File: config.mk
export PLATFORM = sky130hd
export DESIGN_NAME = marquee_sequencer
export DESIGN_NICKNAME = d
export VERILOG_FILES = /design/src/rtl/marquee_pkg.sv /design/src/rtl/marquee_tick_gen.sv /design/src/rtl/marquee_sequencer.sv
export SDC_FILE = /design/constraint.sdc
export NUM_CORES = 1
export LEC_CHECK = 0
export ABC_AREA = 1
export CELL_PAD_IN_SITES_DETAIL_PLACEMENT = 1
export CELL_PAD_IN_SITES_GLOBAL_PLACEMENT = 1
export CORE_AREA = 8 8 96 98
export DETAILED_ROUTE_END_ITERATION = 7
export DIE_AREA = 0 0 104 106
export GPL_ROUTABILITY_DRIVEN = 0
export PLACE_DENSITY = 0.83
export SLEW_MARGIN = 10
export SYNTH_ARGS = -nofsm -noshare
export SYNTH_HDL_FRONTEND = slang
export SYNTH_HIERARCHICAL = 1
export SYNTH_SLANG_ARGS = --single-unit
File: constraint.sdc
create_clock -name clk -period 2.21 [get_ports clk]
set_input_delay 0.221 -clock clk [delete_from_list [all_inputs] [get_ports clk]]
set_output_delay 0.221 -clock clk [all_outputs]
set_load 0.01 [all_outputs]
File: src/rtl/marquee_pkg.sv
// Shared types and constants for the marquee sequencer.
package marquee_pkg;

  typedef enum logic [1:0] {
    S_IDLE   = 2'd0,
    S_RIGHT  = 2'd1,
    S_LEFT   = 2'd2,
    S_BOUNCE = 2'd3
  } state_e;

  typedef enum logic {
    DIR_LEFT  = 1'b0,
    DIR_RIGHT = 1'b1
  } dir_e;

  localparam logic [15:0] INIT_R = 16'h8000;
  localparam logic [15:0] INIT_L = 16'h0007;
  localparam logic [15:0] INIT_B = 16'h0001;

endpackage

File: src/rtl/marquee_tick_gen.sv
// Free-running prescaler with fast/slow tick selection.
module marquee_tick_gen #(
  parameter int unsigned FAST_DIV = 23,
  parameter int unsigned SLOW_DIV = 25
) (
  input  logic clk,
  input  logic rst,
  input  logic speed,
  output logic tick
);

  logic [SLOW_DIV-1:0] cnt_q, cnt_d;
  logic                fast_tick, slow_tick;

  always_comb cnt_d = cnt_q + SLOW_DIV'(1);

  always_ff @(posedge clk) begin
    if (!rst) cnt_q <= '0;
    else      cnt_q <= cnt_d;
  end

  // Fast and slow ticks share one counter, so a speed change never restarts it.
  assign fast_tick = &cnt_q[FAST_DIV-1:0];
  assign slow_tick = &cnt_q;
  assign tick      = speed ? slow_tick : fast_tick;

endmodule

File: src/rtl/marquee_sequencer.sv
// 16-LED marquee show: rotate-right dot, rotate-left bar, bouncing dot, repeat.
module marquee_sequencer
  import marquee_pkg::*;
#(
  parameter int unsigned FAST_DIV = 23,
  parameter int unsigned SLOW_DIV = 25,
  parameter int unsigned LEN      = 16,
  parameter int unsigned PASSES   = 2
) (
  input  logic           clk,
  input  logic           rst,
  input  logic           en,
  input  logic           speed,
  input  logic           start,
  input  logic           stop,
  output logic [LEN-1:0] led,
  output logic           step,
  output logic [1:0]     phase,
  output logic           busy
);

  localparam int unsigned P_R = LEN * PASSES;
  localparam int unsigned P_L = LEN * PASSES;
  localparam int unsigned P_B = 2 * (LEN - 1) * PASSES;
  localparam int unsigned CW  = $clog2(P_B) + 1;

  localparam logic [LEN-1:0] LED_R = LEN'(INIT_R);
  localparam logic [LEN-1:0] LED_L = LEN'(INIT_L);
  localparam logic [LEN-1:0] LED_B = LEN'(INIT_B);

  state_e         state_q, state_d;
  dir_e           dir_q, dir_d;
  logic [LEN-1:0] led_q, led_d;
  logic [CW-1:0]  cnt_q, cnt_d;
  logic           step_q, step_d;
  logic           tick, consumed, last_tick;
  logic [CW-1:0]  plen_m1;

  marquee_tick_gen #(
    .FAST_DIV(FAST_DIV),
    .SLOW_DIV(SLOW_DIV)
  ) u_tick_gen (
    .clk  (clk),
    .rst  (rst),
    .speed(speed),
    .tick (tick)
  );

  always_comb begin
    case (state_q)
      S_RIGHT:  plen_m1 = CW'(P_R - 1);
      S_LEFT:   plen_m1 = CW'(P_L - 1);
      default:  plen_m1 = CW'(P_B - 1);
    endcase
  end

  assign consumed  = tick & en & (state_q != S_IDLE) & ~stop;
  assign last_tick = (cnt_q == plen_m1);

  always_comb begin
    state_d = state_q;
    dir_d   = dir_q;
    led_d   = led_q;
    cnt_d   = cnt_q;
    step_d  = consumed;
    if (stop) begin
      state_d = S_IDLE;
      led_d   = '0;
      cnt_d   = '0;
    end else if (state_q == S_IDLE) begin
      led_d = '0;
      if (start) begin
        state_d = S_RIGHT;
        led_d   = LED_R;
        cnt_d   = '0;
      end
    end else if (consumed) begin
      cnt_d = cnt_q + CW'(1);
      case (state_q)
        S_RIGHT: begin
          if (last_tick) begin
            state_d = S_LEFT;
            led_d   = LED_L;
            cnt_d   = '0;
          end else begin
            led_d = {led_q[0], led_q[LEN-1:1]};
          end
        end
        S_LEFT: begin
          if (last_tick) begin
            state_d = S_BOUNCE;
            led_d   = LED_B;
            dir_d   = DIR_LEFT;
            cnt_d   = '0;
          end else begin
            led_d = {led_q[LEN-2:0], led_q[LEN-1]};
          end
        end
        default: begin
          if (last_tick) begin
            state_d = S_RIGHT;
            led_d   = LED_R;
            cnt_d   = '0;
          end else if (dir_q == DIR_LEFT) begin
            // Reaching an end flips direction and moves away in the same tick.
            if (led_q[LEN-1]) begin
              dir_d = DIR_RIGHT;
              led_d = led_q >> 1;
            end else begin
              led_d = led_q << 1;
            end
          end else begin
            if (led_q[0]) begin
              dir_d = DIR_LEFT;
              led_d = led_q << 1;
            end else begin
              led_d = led_q >> 1;
            end
          end
        end
      endcase
    end
  end

  always_ff @(posedge clk) begin
    if (!rst) begin
      state_q <= S_IDLE;
      dir_q   <= DIR_LEFT;
      led_q   <= '0;
      cnt_q   <= '0;
      step_q  <= 1'b0;
    end else begin
      state_q <= state_d;
      dir_q   <= dir_d;
      led_q   <= led_d;
      cnt_q   <= cnt_d;
      step_q  <= step_d;
    end
  end

  assign led   = led_q;
  assign step  = step_q;
  assign phase = state_q;
  assign busy  = (state_q != S_IDLE);

endmodule

==> impl_metrics.yaml <==
die:
  die_h_um: 106
  core_um2: 7850
  rows: 33
  fp.dieArea_um2: 11000
  ios: 26
  initial_core_util: 0.393
  die_x_um: 104
timing:
  fin_skew_ns: 0.00764
  maxSlewViolCount: 0
  final-setup-viol-count: 0
  setup_tns_ns: 0
  fin_crit_ns: 2.10
  slew-limit-headroom: 0.530
  hold-worst-slack_ns: 0.439
  min_period_over_period: 0.949
  worst_slew_pin_slew_ns: 0.706
  hold_viol_final: 0
  finalWorstSetupSlack_ns: 0.113
  max_freq_mhz: 477
grt:
  grt_pass1_wl_um: 15300
  grt_overflow: 0
  grt_max_degree: 49
  antenna_found_initial: 0
  grt_usage: 0.164
  grt_pass1_vias: 3272
placed_design:
  numPortBuffers: 25
  dpl_cell_area_um2: 3440
  dp_hpwl_um: 6420
  place_ws_ns: -0.00337
power_and_ir_drop:
  power_density_nw_per_um2: 532
  cellInternalPower_mw: 1.47
  ir_worst_vdd_uv: 261
  swShare: 0.249
  p_leak_nw: 1.35
  pwr-share-seq: 0.489
  pwr-share-clk: 0.401
  pwr-share-comb: 0.110
  p_switching_uw: 486
  fin_total_pwr_mw: 1.95
drt:
  dr.first_iter.drc_count: 116
  ant_nets: 0
  drc_errors: 0
  routedWlPerCell_um: 15.0
  drt_first_pass_iters: 4
  wl_um: 9270
  vias_per_cell: 5.18
  vias: 3200
clock_tree:
  cts_tree: "built"
  clockBufferDepth: 2
  cts-hold-fix-buffers: 0
  clk_latency_ns: 0.31
  cts.clk_slew.worst_paths_ns: 0.10
  cts.sinks: 52
  numCtsBuffers: 5
  h-tree-depth: 2
  root_buffer: "clkbuf_8"
yosys:
  synth.distinct_cells: 31
  synth-seq-cells: 52
  yosys_warnings: 6
  synth_area_um2: 3090
  seq_area_frac_synth: 0.337
  synth_cells: 486
  avgSynthCellArea_um2: 6.35
  syn_nets: 498
cells_and_area:
  layout-drive-gt1-share: 0.101
  layout.nets: 525
  syn_to_final_growth_pct: 18.9
  fillers: 1081
  finalInstanceArea_um2: 3670
  register_area_um2: 1040
  n_antenna_cell: 0
  multi_input_area_um2: 1790
status:
  status: "finished clean"
worst_setup_path:
  cp_max_fo: 7
  arrival_ns: 2.33
  cp-start-kind: "flip-flop"
  endpoint_kind: "flip-flop"
  path_class: "flip-flop to flip-flop"
  cp_data_required_time_ns: 2.45
job:
  cap_violations: 0
hold_path:
  hp-class: "flip-flop to flip-flop"
## critical path: stages (launching register included)
cell	delay, ns
dfxtp_2	0.36
ha_2	0.19
nand2_2	0.07
nor2_4	0.18
nand2_4	0.09
nor2_8	0.13
nand4_1	0.12
nand2_2	0.11
nand3_4	0.12
buf_8	0.16
buf_4	0.14
a21oi_1	0.13
nand2_1	0.07
a21oi_1	0.13
## what timing repair did
action	in CTS	in global routing
resized for setup	1	14
endpoints found under the setup margin	2	26
setup buffers	0	6
pin swaps	0	5
## final cells by class
cell class	count	share of cell area
inverter	49	0.0511
sequential	52	0.285
tap	105	0.0358
multi-input combinational	366	0.488
clock inverter	2	0.0164
clock buffer	5	0.0187
timing repair buffer	39	0.106
## cell usage after synthesis
| master | n | area share |
|---|---|---|
| buf_6 | 2 | 0.0073 |
| nand2_4 | 1 | 0.0036 |
| buf_2 | 6 | 0.0097 |
| o21ai_2 | 1 | 0.0028 |
| clkinv_1 | 1 | 0.0012 |
| nand2_2 | 7 | 0.014 |
| a21oi_2 | 1 | 0.0028 |
| xor2_1 | 4 | 0.011 |
| nor2_8 | 1 | 0.0065 |
| o21ai_1 | 2 | 0.0032 |
| a21oi_1 | 52 | 0.084 |
| o21a_1 | 1 | 0.0024 |
| nand3_1 | 71 | 0.12 |
| nand3b_1 | 3 | 0.0073 |
| nor3b_2 | 1 | 0.0041 |
| nor3_1 | 6 | 0.0097 |
| dfxtp_1 | 52 | 0.34 |
| buf_4 | 2 | 0.0049 |
| nand4_1 | 3 | 0.0061 |
| clkbuf_1 | 8 | 0.0097 |
| nor2_1 | 52 | 0.063 |
| nor2_4 | 4 | 0.015 |
| buf_1 | 1 | 0.0012 |
| nand2_1 | 128 | 0.16 |
| ha_1 | 6 | 0.024 |
| and2_1 | 2 | 0.0041 |
| and3_1 | 1 | 0.0020 |
| nor2_2 | 4 | 0.0081 |
| or2_2 | 1 | 0.0020 |
| inv_1 | 48 | 0.058 |
| o21ai_0 | 14 | 0.023 |
## cell families after synthesis
kind of cell,count (synthesis),share of synthesized area
DFF,52,0.337
adders and majority gates,6,0.0243
AOI/OAI and AO/OA,71,0.118
and+or+nand+nor,285,0.416
xor gates and xnor gates,4,0.0113
buffers and inverters,68,0.0924
## layer usage
metal / vias to the layer above / part of all wire / GRT usage
met5: - / 0 / 0
met4: 0 / 0.016 / 0.0662
met3: 9 / 0.027 / 0.0296
met2: 46 / 0.50 / 0.282
met1: 1529 / 0.46 / 0.200
li1: 1616 / - / -
## power by group through the flow
stage	clock network, mW	logic (mW)	registers, mW
after floorplan	0	0.132	0.976
after global placement	0	0.193	0.976
after detailed placement	0	0.201	0.977
after CTS	0.796	0.203	0.955
after global routing	0.824	0.240	0.958
final	0.783	0.216	0.956
## stage by stage
| step | std cells | util |
|---|---|---|
| after detailed placement | 605 | 0.438 |
| after floorplan | 486 | - |
| after global placement | 605 | 0.438 |
| final | 618 | 0.468 |
| after CTS | 612 | 0.455 |
| after global routing | 618 | 0.468 |
## sequential cells by signal, summed over array words and instances (netlist names)
| register | cells |
|---|---|
| cnt_q | 7 |
| led | 16 |
| phase | 2 |
| step | 1 |
| dir_q | 1 |
| u_tick_gen/cnt_q | 25 |
## placed cells by master, fill, tap and decap left out, drive strengths merged
cell / n
nor3: 6
nand3: 71
clkinv: 1
or2: 1
dfxtp: 52
xor2: 4
clkbuf: 5
inv: 47
a21oi: 53
and3: 1
nand2: 136
and2: 2
o21ai: 17
nand3b: 3
ha: 6
nor3b: 1
clkinvlp: 1
buf: 14
o21a: 1
bufinv: 2
clkdlybuf4s50: 25
nor2: 61
nand4: 3
## path summary, 6_finish.rpt
check             cells after the start                   to  slack, ns                start
setup / recovery                     13               led[6]       0.11  u_tick_gen/cnt_q[0]
hold / removal                        1  u_tick_gen/cnt_q[0]       0.44  u_tick_gen/cnt_q[0]
setup reg to reg                     13               led[6]       0.11  u_tick_gen/cnt_q[0]
hold reg to reg                       1  u_tick_gen/cnt_q[0]       0.44  u_tick_gen/cnt_q[0]
Power figures use the tool's default switching activity.
